## src/rtl/ask4_pkg.sv

```systemverilog
// Shared types and constants for the 4-ASK receive slicer.
// Latency: none (types and a combinational helper only).
// Backpressure: none; the slicer path is free-running.
package ask4_pkg;

    // Gray-coded symbol: adjacent amplitude levels differ in one bit.
    typedef logic [1:0] sym_t;
    localparam sym_t SYM_M3 = 2'b00;
    localparam sym_t SYM_M1 = 2'b01;
    localparam sym_t SYM_P1 = 2'b11;
    localparam sym_t SYM_P3 = 2'b10;

    // Signed 1s17 matched-filter sample.
    typedef logic signed [17:0] sample_t;

    // 19-bit unsigned magnitude, wide enough for |-131072|.
    typedef logic [18:0] mag_t;

    // Default outer/inner threshold 2a = 0.5 in 1s17.
    localparam int REF_INIT_DEF = 65536;

    // Sign-extend before negating so the most negative sample does not wrap.
    function automatic mag_t abs19(input sample_t x);
        logic signed [18:0] xs;
        xs = {x[17], x};
        return x[17] ? mag_t'(-xs) : mag_t'(xs);
    endfunction

endpackage

```

## src/rtl/ask4_est_acc.sv

```systemverilog
// Block estimator: averages |x| and |slicing error| over 2^ACC_LOG2 symbols.
// Latency: ref_level/mae/blk_valid register one cycle after the last in_vld of a block.
// Backpressure: none; accepts one symbol per in_vld, never stalls.
// Ports: clk, reset (sync, active-high); in_vld/in_abs/in_err per decided symbol;
//        ref_level (threshold 2a), mae (mean |error|), blk_valid (update strobe).
module ask4_est_acc
    import ask4_pkg::*;
#(
    parameter int ACC_LOG2 = 10,
    parameter int REF_INIT = REF_INIT_DEF
) (
    input  logic        clk,
    input  logic        reset,
    input  logic        in_vld,
    input  mag_t        in_abs,
    input  mag_t        in_err,
    output logic [17:0] ref_level,
    output logic [17:0] mae,
    output logic        blk_valid
);

    localparam int SW = ACC_LOG2 + 19;

    logic [ACC_LOG2-1:0] cnt_q, cnt_d;
    logic [SW-1:0]       sum_abs_q, sum_abs_d, sum_err_q, sum_err_d;
    logic [17:0]         ref_q, ref_d, mae_q, mae_d;
    logic                blk_q, blk_d;

    logic [SW-1:0]       sum_abs_nx, sum_err_nx, avg_abs, avg_err;
    logic [17:0]         ref_sat, mae_sat;

    always_comb begin
        // Include the symbol arriving this cycle so the last one of a block counts.
        sum_abs_nx = sum_abs_q + SW'(in_abs);
        sum_err_nx = sum_err_q + SW'(in_err);
        avg_abs    = sum_abs_nx >> ACC_LOG2;
        avg_err    = sum_err_nx >> ACC_LOG2;
        ref_sat    = (|avg_abs[SW-1:18]) ? 18'h3FFFF : avg_abs[17:0];
        mae_sat    = (|avg_err[SW-1:18]) ? 18'h3FFFF : avg_err[17:0];

        cnt_d     = cnt_q;
        sum_abs_d = sum_abs_q;
        sum_err_d = sum_err_q;
        ref_d     = ref_q;
        mae_d     = mae_q;
        blk_d     = 1'b0;

        if (in_vld) begin
            if (cnt_q == '1) begin
                // A zero threshold would make the outer/inner decision degenerate.
                ref_d     = (ref_sat == 18'd0) ? 18'd1 : ref_sat;
                mae_d     = mae_sat;
                blk_d     = 1'b1;
                cnt_d     = '0;
                sum_abs_d = '0;
                sum_err_d = '0;
            end else begin
                cnt_d     = cnt_q + 1'b1;
                sum_abs_d = sum_abs_nx;
                sum_err_d = sum_err_nx;
            end
        end
    end

    always_ff @(posedge clk) begin
        if (reset) begin
            cnt_q     <= '0;
            sum_abs_q <= '0;
            sum_err_q <= '0;
            ref_q     <= 18'(REF_INIT);
            mae_q     <= '0;
            blk_q     <= 1'b0;
        end else begin
            cnt_q     <= cnt_d;
            sum_abs_q <= sum_abs_d;
            sum_err_q <= sum_err_d;
            ref_q     <= ref_d;
            mae_q     <= mae_d;
            blk_q     <= blk_d;
        end
    end

    assign ref_level = ref_q;
    assign mae       = mae_q;
    assign blk_valid = blk_q;

endmodule

```

## src/rtl/ask4_slicer.sv

```systemverilog
// 4-ASK slicer: decimates SPS:1 at a selectable phase and slices against an adaptive threshold.
// Latency: sym_out/sym_valid one cycle after the phase match; block stats one cycle after that.
// Backpressure: none; one input sample per clock, outputs are strobes.
// Ports: clk, reset (sync, active-high); x_in (1s17), sym_phase (decimation phase);
//        sym_out/sym_valid (Gray symbol); ref_level, mae, blk_valid (block estimates).
module ask4_slicer
    import ask4_pkg::*;
#(
    parameter int SPS      = 4,
    parameter int ACC_LOG2 = 10,
    parameter int REF_INIT = REF_INIT_DEF
) (
    input  logic                    clk,
    input  logic                    reset,
    input  logic signed [17:0]      x_in,
    input  logic [$clog2(SPS)-1:0]  sym_phase,
    output logic [1:0]              sym_out,
    output logic                    sym_valid,
    output logic [17:0]             ref_level,
    output logic [17:0]             mae,
    output logic                    blk_valid
);

    localparam int PW = $clog2(SPS);

    logic [PW-1:0] cnt_q, cnt_d;
    sym_t          sym_q, sym_d;
    logic          sym_vld_q, sym_vld_d;
    mag_t          abs_q, abs_d, err_q, err_d;

    mag_t          x_abs, r19, ideal, err;
    sym_t          dec;
    logic          match;

    always_comb begin
        x_abs = abs19(x_in);
        r19   = {1'b0, ref_level};

        // Negative side: strictly beyond -R is outer, so x = -R stays inner.
        // Positive side: x = R is already outer.
        if (x_in[17]) begin
            dec = (x_abs > r19) ? SYM_M3 : SYM_M1;
        end else begin
            dec = (x_abs >= r19) ? SYM_P3 : SYM_P1;
        end

        ideal = ((dec == SYM_M3) || (dec == SYM_P3)) ? (r19 + (r19 >> 1)) : (r19 >> 1);
        err   = (x_abs >= ideal) ? (x_abs - ideal) : (ideal - x_abs);

        // Power-of-two SPS lets the counter wrap naturally.
        match     = (cnt_q == sym_phase);
        cnt_d     = cnt_q + 1'b1;
        sym_vld_d = match;
        sym_d     = match ? dec   : sym_q;
        abs_d     = match ? x_abs : abs_q;
        err_d     = match ? err   : err_q;
    end

    always_ff @(posedge clk) begin
        if (reset) begin
            cnt_q     <= '0;
            sym_q     <= SYM_M3;
            sym_vld_q <= 1'b0;
            abs_q     <= '0;
            err_q     <= '0;
        end else begin
            cnt_q     <= cnt_d;
            sym_q     <= sym_d;
            sym_vld_q <= sym_vld_d;
            abs_q     <= abs_d;
            err_q     <= err_d;
        end
    end

    assign sym_out   = sym_q;
    assign sym_valid = sym_vld_q;

    ask4_est_acc #(
        .ACC_LOG2 (ACC_LOG2),
        .REF_INIT (REF_INIT)
    ) u_est (
        .clk       (clk),
        .reset     (reset),
        .in_vld    (sym_vld_q),
        .in_abs    (abs_q),
        .in_err    (err_q),
        .ref_level (ref_level),
        .mae       (mae),
        .blk_valid (blk_valid)
    );

endmodule
```

## config.mk

```make
export PLATFORM = sky130hd
export DESIGN_NAME = ask4_slicer
export DESIGN_NICKNAME = d
export VERILOG_FILES = /design/src/rtl/ask4_pkg.sv /design/src/rtl/ask4_est_acc.sv /design/src/rtl/ask4_slicer.sv
export SDC_FILE = /design/constraint.sdc
export NUM_CORES = 1
export LEC_CHECK = 0
export ABC_AREA = 1
export BUFFER_PORTS_ARGS = -buffer_cell sky130_fd_sc_hd__buf_2
export CORE_MARGIN = 8
export CORE_UTILIZATION = 60
export DETAILED_ROUTE_END_ITERATION = 6
export PLACE_DENSITY = 0.8
export SYNTH_ARGS = -nofsm -noshare
export SYNTH_HDL_FRONTEND = slang
export SYNTH_HIERARCHICAL = 1
export SYNTH_SLANG_ARGS = --single-unit
```

## constraint.sdc

```tcl
create_clock -name clk -period 6.42 [get_ports clk]
set_input_delay 0.963 -clock clk [delete_from_list [all_inputs] [get_ports clk]]
set_output_delay 0.963 -clock clk [all_outputs]
set_load 0.05 [all_outputs]
```

==> flow_metrics.py, run 1 <==
metrics = {
    "detailed_routing": {
        "routedWlPerCell_um": 16.3,
        "drcViolationCount": 5,
        "drtAntennaViolNets": 0,
        "drt-total-wl_um": 41500,
        "dr.first_iter.drc_count": 1377,
        "vias": 14200,
        "viasPerCell": 5.56,
        "firstDrtPassIters": 7,
    },
    "yosys": {
        "synth_nets": 2359,
        "synth_area_leader_cell": "nand2_1",
        "synthCells": 2219,
        "synth_edf_count": 0,
        "async_flop_share_pct": 0,
        "netlist_top_cells_area": "nand2_1, dfxtp_1, ha_1",
        "syn_area_um2": 13300,
        "avgSynthCellArea_um2": 6.01,
        "synth_warnings": 6,
        "ys_ff_latch": 148,
        "yosysTopAreaCellShare_pct": 23.1,
        "synthFlopType": "dfxtp_1",
        "ys_top_cells_by_count": "nand2_1, inv_1, a21oi_1",
        "yosysUniqueCellTypes": 60,
        "ys_seq_area_share_pct": 22.2,
        "synth.most_common_cell": "nand2_1",
    },
    "global_routing": {
        "grt_max_degree": 59,
        "grt_pass1_vias": 13200,
        "grt_first_pass_wirelength_um": 66600,
        "antenna_found_initial": 0,
        "gr-total-overflow": 0,
        "grt_usage_pct": 30.7,
    },
    "placement": {
        "place_area_um2": 13800,
        "dp_hpwl_um": 33300,
        "dp.cells": 2519,
        "place_ws_ns": 0.0296,
        "port_buffers": 61,
        "place_congestion": 1.08,
    },
    "worst_setup_path": {
        "critPathBufInv": 8,
        "start_kind": "primary input",
        "crit_top_cell": "nand2_1",
        "cp_slowest_cell": "fa_1",
        "cp_top_family": "simple AND/OR/NAND/NOR gates",
        "path_class": "in -> reg",
        "cpPeakStageDelay_ns": 0.46,
        "worstPathArrival_ns": 6.39,
        "worstPathMaxFanout": 10,
        "cp.required_ns": 6.80,
        "worst_setup_path_end_kind": "flop",
    },
    "timing": {
        "relSlewSlack_pct": 27.4,
        "hold_viol_final": 0,
        "setup_violations": 0,
        "slew_violations": 0,
        "rsz0062_at_grt": "false",
        "fin_skew_ns": 0.0118,
        "period_share_pct": 93.5,
        "tns_ns": 0,
        "clock.fmax_mhz": 167,
        "hold_slack_ns": 0.458,
        "setup_ws_ns": 0.417,
        "worstMarginPinSlew_ns": 1.09,
        "fin_crit_ns": 6.00,
    },
    "floorplan": {
        "dieArea_um2": 27300,
        "start_util_pct": 61.2,
        "rows": 54,
        "coreArea_um2": 21800,
        "io_pins": 62,
        "die_w_um": 165,
        "die_y_um": 165,
    },
    "clocking": {
        "cts-root-buf": "clkbuf_16",
        "postCtsSetupBuffers": 0,
        "clk-insertion-delay-late_ns": 0.43,
        "cts_tree": "yes",
        "cts_made_buffers": 17,
        "htreeDepth": 4,
        "clkSinkCount": 148,
        "max-clock-path-buffers": 2,
        "clk_pin_slew_ns": 0.07,
    },
    "finish": {
        "n_antenna_cell": 0,
        "seq_area_um2": 2960,
        "nets": 2398,
        "final_area_um2": 14400,
        "final-instance-count-excl-fill": 2551,
        "multi_input_area_um2": 8920,
        "drive_above_1_share_pct": 9.34,
        "area_growth_pct": 7.75,
        "fill_cells": 2030,
        "utilization_pct": 65.9,
    },
    "pwr": {
        "fin_total_pwr_mw": 2.89,
        "peakVddDrop_mv": 0.152,
        "power_density_nw_per_um2": 201,
        "power.leakage_nw": 7.73,
    },
    "status": {
        "violations": "DRC",
        "status": "finished with violations",
    },
    "run": {
        "cap_violations": 0,
    },
    "worst_hold_path": {
        "hp-class": "reg -> reg",
    },
}
[timing repair]
| action | 4_1_cts | 5_1_grt |
|---|---|---|
| endpoints found under the setup margin | 0 | 18 |
| gates resized for setup | 0 | 2 |
| hold buffers | 0 | 0 |
[cell type report]
type / count / area share [%]
clock buffer: 18 / 3.05
clock inverter: 14 / 0.809
inverter: 315 / 8.24
multi-input combinational: 1701 / 62.0
sequential: 148 / 20.6
tap: 280 / 2.44
timing repair buffer: 75 / 2.85
[worst paths after layout]
kind | start | to | slack, ns | cells past startpoint
setup / recovery | x_in[0] | err_q[10]$_SDFFE_PP0P_ | 0.42 | 33
setup reg to reg | u_est/ref_level[10]$_SDFFE_PP0P_ | err_q[4]$_SDFFE_PP0P_ | 1.92 | 21
hold reg to reg | u_est/mae[9]$_SDFFE_PP0P_ | u_est/mae[9]$_SDFFE_PP0P_ | 0.46 | 2
hold / removal | u_est/mae[9]$_SDFFE_PP0P_ | u_est/mae[9]$_SDFFE_PP0P_ | 0.46 | 2
[cell families (layout without fill, tap and decap cells)]
logic type,Yosys count,in the layout,synth area share [%]
simple gates,1222,1222,39.0
buf+inv,370,422,11.1
compound gates,298,298,12.3
flops,148,148,22.2
fa+ha+maj,118,118,11.3
xor+xnor,62,62,4.07
other cells,1,1,0.0281
[cells in the final DEF, fill, tap and decap left out, types with 4 or more instances in the layout]
cell type,synthesis,layout
inv_2,14,15
dfxtp_1,148,148
nor2_1,128,127
nor3_1,20,20
ha_1,113,112
nor2_4,3,4
o21ai_1,17,17
o211ai_1,12,12
xnor2_1,9,9
nand2_2,20,21
nand3_2,5,5
o21bai_1,11,11
xor2_1,53,53
fa_1,5,5
nand3b_1,6,6
nand4_1,26,26
inv_1,297,296
o21a_1,5,5
buf_4,5,14
nand3_1,131,131
o21ai_0,72,72
buf_2,13,61
a21boi_0,4,4
nor3_2,5,5
inv_6,0,5
clkbuf_16,0,17
a31oi_1,4,4
or2_2,15,15
a21oi_1,155,155
nor4_1,4,4
nand2_1,820,819
nor2_2,21,21
[worst min-delay path: stages (launching register included)]
cell and delay (ns):
dfxtp_1 0.31, nand2_1 0.06, nand2_1 0.05
[flip-flops by register name, indices dropped and copies added, names as in the netlist]
register	flops
abs_q	19
err_q	19
u_est/cnt_q	10
u_est/mae	18
cnt_q	2
sym_valid	1
u_est/sum_err_q	29
u_est/blk_valid	1
u_est/ref_level	18
u_est/sum_abs_q	29
sym_out	2
[metal layers]
metal / vias to the layer above / track usage, % / share of wire, %
li1: 7114 / - / -
met1: 6428 / 39.2 / 43
met2: 554 / 51.4 / 46
met3: 78 / 5.11 / 7.2
met4: 0 / 10.5 / 3.0
met5: - / 0 / 0
[power by group]
part           internal (mW)  switching [mW]
clock                  0.515           0.440
combinational          0.292           0.631
sequential             0.966          0.0427
No activity file was read; power rests on OpenSTA's default activity.
==> run 2: changes to the inputs <==
--- a/config.mk
+++ b/config.mk
@@ -5,10 +5,11 @@
 export SDC_FILE = /design/constraint.sdc
 export NUM_CORES = 1
 export LEC_CHECK = 0
-export ABC_AREA = 1
+export ABC_AREA = 0
 export BUFFER_PORTS_ARGS = -buffer_cell sky130_fd_sc_hd__buf_2
 export CORE_MARGIN = 8
 export CORE_UTILIZATION = 60
+export CTS_CLUSTER_DIAMETER = 100
 export DETAILED_ROUTE_END_ITERATION = 6
 export PLACE_DENSITY = 0.8
 export SYNTH_ARGS = -nofsm -noshare
==> run 2 against run 1 <==
Compared with the run above: combinational power shrank 21%; the run now ends clean; cell count shrank 29%; highest routed layer unchanged; sequential power is essentially flat; first-iteration DRC count shrank 33%; critical endpoint is now err_q[16]$_SDFFE_PP0P_; flip-flop and latch count is the same; cell area shrank 6.3%; largest power group unchanged; area after synthesis shrank 14%.
==> flow_metrics.py, run 2 <==
metrics = {
    "status": {
        "status": "complete, no violations",
    },
    "timing": {
        "fin_skew_ns": 0.0156,
        "period_share_pct": 98.9,
        "clock.fmax_mhz": 157,
        "setup_violations": 0,
        "setup_ws_ns": 0.0677,
        "fin_crit_ns": 6.35,
        "hold_slack_ns": 0.466,
        "relSlewSlack_pct": 19.9,
        "tns_ns": 0,
        "slew_violations": 0,
        "hold_viol_final": 0,
        "worstMarginPinSlew_ns": 1.20,
    },
    "floorplan": {
        "die_w_um": 154,
        "start_util_pct": 61.2,
        "dieArea_um2": 23700,
        "coreArea_um2": 18700,
        "io_pins": 62,
        "die_y_um": 154,
        "rows": 50,
    },
    "detailed_routing": {
        "dr.first_iter.drc_count": 927,
        "viasPerCell": 6.18,
        "firstDrtPassIters": 6,
        "drcViolationCount": 0,
        "drt-total-wl_um": 33200,
        "vias": 11300,
        "routedWlPerCell_um": 18.2,
        "drtAntennaViolNets": 0,
    },
    "placement": {
        "place_congestion": 0.960,
        "port_buffers": 61,
        "place_area_um2": 12600,
        "place_ws_ns": -0.315,
        "dp_hpwl_um": 24900,
    },
    "finish": {
        "final_cell_mix": "nor2_1, dfxtp_1, buf_4, ha_1, a21oi_1",
        "utilization_pct": 72.0,
        "reg.largest.list": "u_est/sum_abs_q x29, u_est/sum_err_q x29",
        "nets": 1714,
        "drive_above_1_share_pct": 19.2,
        "area_growth_pct": 17.7,
        "n_antenna_cell": 0,
        "final_common_cell": "nor2_1",
        "final_area_um2": 13500,
    },
    "worst_setup_path": {
        "r2r_cells": 21,
        "worstPathMaxFanout": 7,
        "cp.required_ns": 6.74,
        "start_kind": "primary input",
        "worst_setup_path_end_kind": "flop",
        "rrSetupSlack_ns": 1.00,
        "worstPathArrival_ns": 6.67,
        "r2r_end": "err_q[16]$_SDFFE_PP0P_",
        "path_class": "in -> reg",
        "reg2reg_from": "u_est/ref_level[0]$_SDFFE_PP0P_",
    },
    "yosys": {
        "synth_area_leader_cell": "dfxtp_1",
        "synth_edf_count": 0,
        "avgSynthCellArea_um2": 7.95,
        "synthFlopType": "dfxtp_1",
        "netlist_top_cells_area": "dfxtp_1, ha_1, nor2_1",
        "syn_area_um2": 11400,
        "ys_seq_area_share_pct": 25.9,
        "ys_ff_latch": 148,
        "yosysUniqueCellTypes": 97,
        "ys_top_cells_by_count": "nor2_1, dfxtp_1, ha_1",
        "synthCells": 1439,
        "yosysTopAreaCellShare_pct": 25.9,
        "synth_warnings": 6,
        "async_flop_share_pct": 0,
        "synth_nets": 1579,
        "synth.most_common_cell": "nor2_1",
    },
    "global_routing": {
        "grt_usage_pct": 27.1,
        "grt_first_pass_wirelength_um": 52900,
        "antenna_found_initial": 0,
        "gr-total-overflow": 0,
        "grt_max_degree": 85,
        "grt_pass1_vias": 10700,
    },
    "pwr": {
        "peakVddDrop_mv": 0.210,
        "power_density_nw_per_um2": 199,
        "power.leakage_nw": 5.94,
    },
    "worst_hold_path": {
        "worstHoldStart": "u_est/sum_abs_q[5]$_SDFFE_PP0P_",
        "hp-class": "reg -> reg",
        "holdPathStages": 2,
        "min_to": "u_est/sum_abs_q[5]$_SDFFE_PP0P_",
    },
    "run": {
        "cap_violations": 0,
    },
    "clocking": {
        "htreeDepth": 4,
        "clkSinkCount": 148,
        "cts-root-buf": "clkbuf_16",
        "cts_made_buffers": 17,
        "cts_tree": "yes",
        "clk-insertion-delay-late_ns": 0.43,
        "clk_pin_slew_ns": 0.07,
        "max-clock-path-buffers": 2,
    },
}
==> run 2: cell count changes in the layout (fill, tap and decap cells not counted), sizes merged, moves of 21 or more <==
| cell | change |
|---|---|
| a211oi | +64 |
| a21o | +52 |
| a21oi | -50 |
| a22oi | +22 |
| buf | +112 |
| inv | -245 |
| nand2 | -742 |
| nand3 | -90 |
| nor2 | +27 |
| nor2b | +21 |
| o21ai | -25 |
| xnor2 | +41 |
==> run 2: cells by family (layout without fill, tap and decap cells) <==
group                      count (synthesis)  after routing  share of synthesized area, %
DFF                                      148            148                          25.9
other                                      1              1                        0.0328
xor gates and xnor gates                  94             94                          7.20
adders and majority gates                118            118                          13.2
and+or+nand+nor                          484            484                          20.3
muxes                                     19             19                          1.74
AOI/OAI and AO/OA                        428            428                          25.8
buffers and inverters                    147            295                          5.80
==> run 2: final cells by class <==
class                   instances  area (µm²)
multi-input cells            1144        8030
fillers                      1468        5240
flip-flops and latches        148        2960
repair buffers                189        1350
clock buffers                  21         450
well taps                     234         293
inverters                      74         278
clock inverters                11         105
==> run 2: worst max-delay path, cell delays in order <==
cell and delay (ns):
buf_2 0.10, or3_4 0.38, or4_4 0.42, or3_4 0.38
nand2b_4 0.18, o21ai_2 0.18, xor2_1 0.20, inv_1 0.09
ha_1 0.30, nand3_1 0.11, nor3_2 0.24, a221oi_2 0.09
a22oi_2 0.20, buf_6 0.16, buf_12 0.12, nor2_1 0.04
a21o_1 0.17, inv_1 0.11, ha_4 0.21, nand4_1 0.18
nor3_2 0.08, a311oi_2 0.29, a21boi_4 0.30, and2_4 0.24
mux2i_4 0.25, a31oi_1 0.11, or3_1 0.31, a32o_1 0.24
==> run 2: layer usage <==
metal  vias to the layer above  track usage (%)  part of all wire, %
met2                       363             45.0                   47
met3                        82             4.18                  5.0
met1                      5367             33.8                   44
met4                         0             12.8                  3.9
li1                       5448                -                    -
met5                         -                0                    0
==> run 2: metrics by stage <==
step,total power [mW],instances
final,2.67,1821
after global routing,2.80,1821
after CTS,2.63,1809
after detailed placement,1.69,1777
after global placement,1.67,1777
after floorplan,1.48,1439
==> run 2: worst max path at each step <==
stage,from,endpoint,slack [ns],cells after the start
after floorplan,x_in[5],err_q[16]$_SDFFE_PP0P_,-0.11,28
after CTS,x_in[5],err_q[16]$_SDFFE_PP0P_,0.11,28
after global routing,x_in[5],err_q[16]$_SDFFE_PP0P_,-0.1,28
after global placement,x_in[5],err_q[16]$_SDFFE_PP0P_,-0.15,27
after detailed placement,x_in[5],err_q[16]$_SDFFE_PP0P_,-0.32,28
final,x_in[5],err_q[16]$_SDFFE_PP0P_,0.07,28
==> run 2: timing repair <==
action,CTS,global route
hold buffers,0,0
setup buffers,0,10
endpoints found under the setup margin,0,17
gates resized for setup,0,35
==> run 2: report_power, final <==
part           internal [mW]  switching (mW)  leakage, nW
Combinational          0.312           0.415         4.48
Clock                  0.545           0.404        0.260
Sequential             0.963          0.0343         1.20
Total                   1.82           0.854         5.94
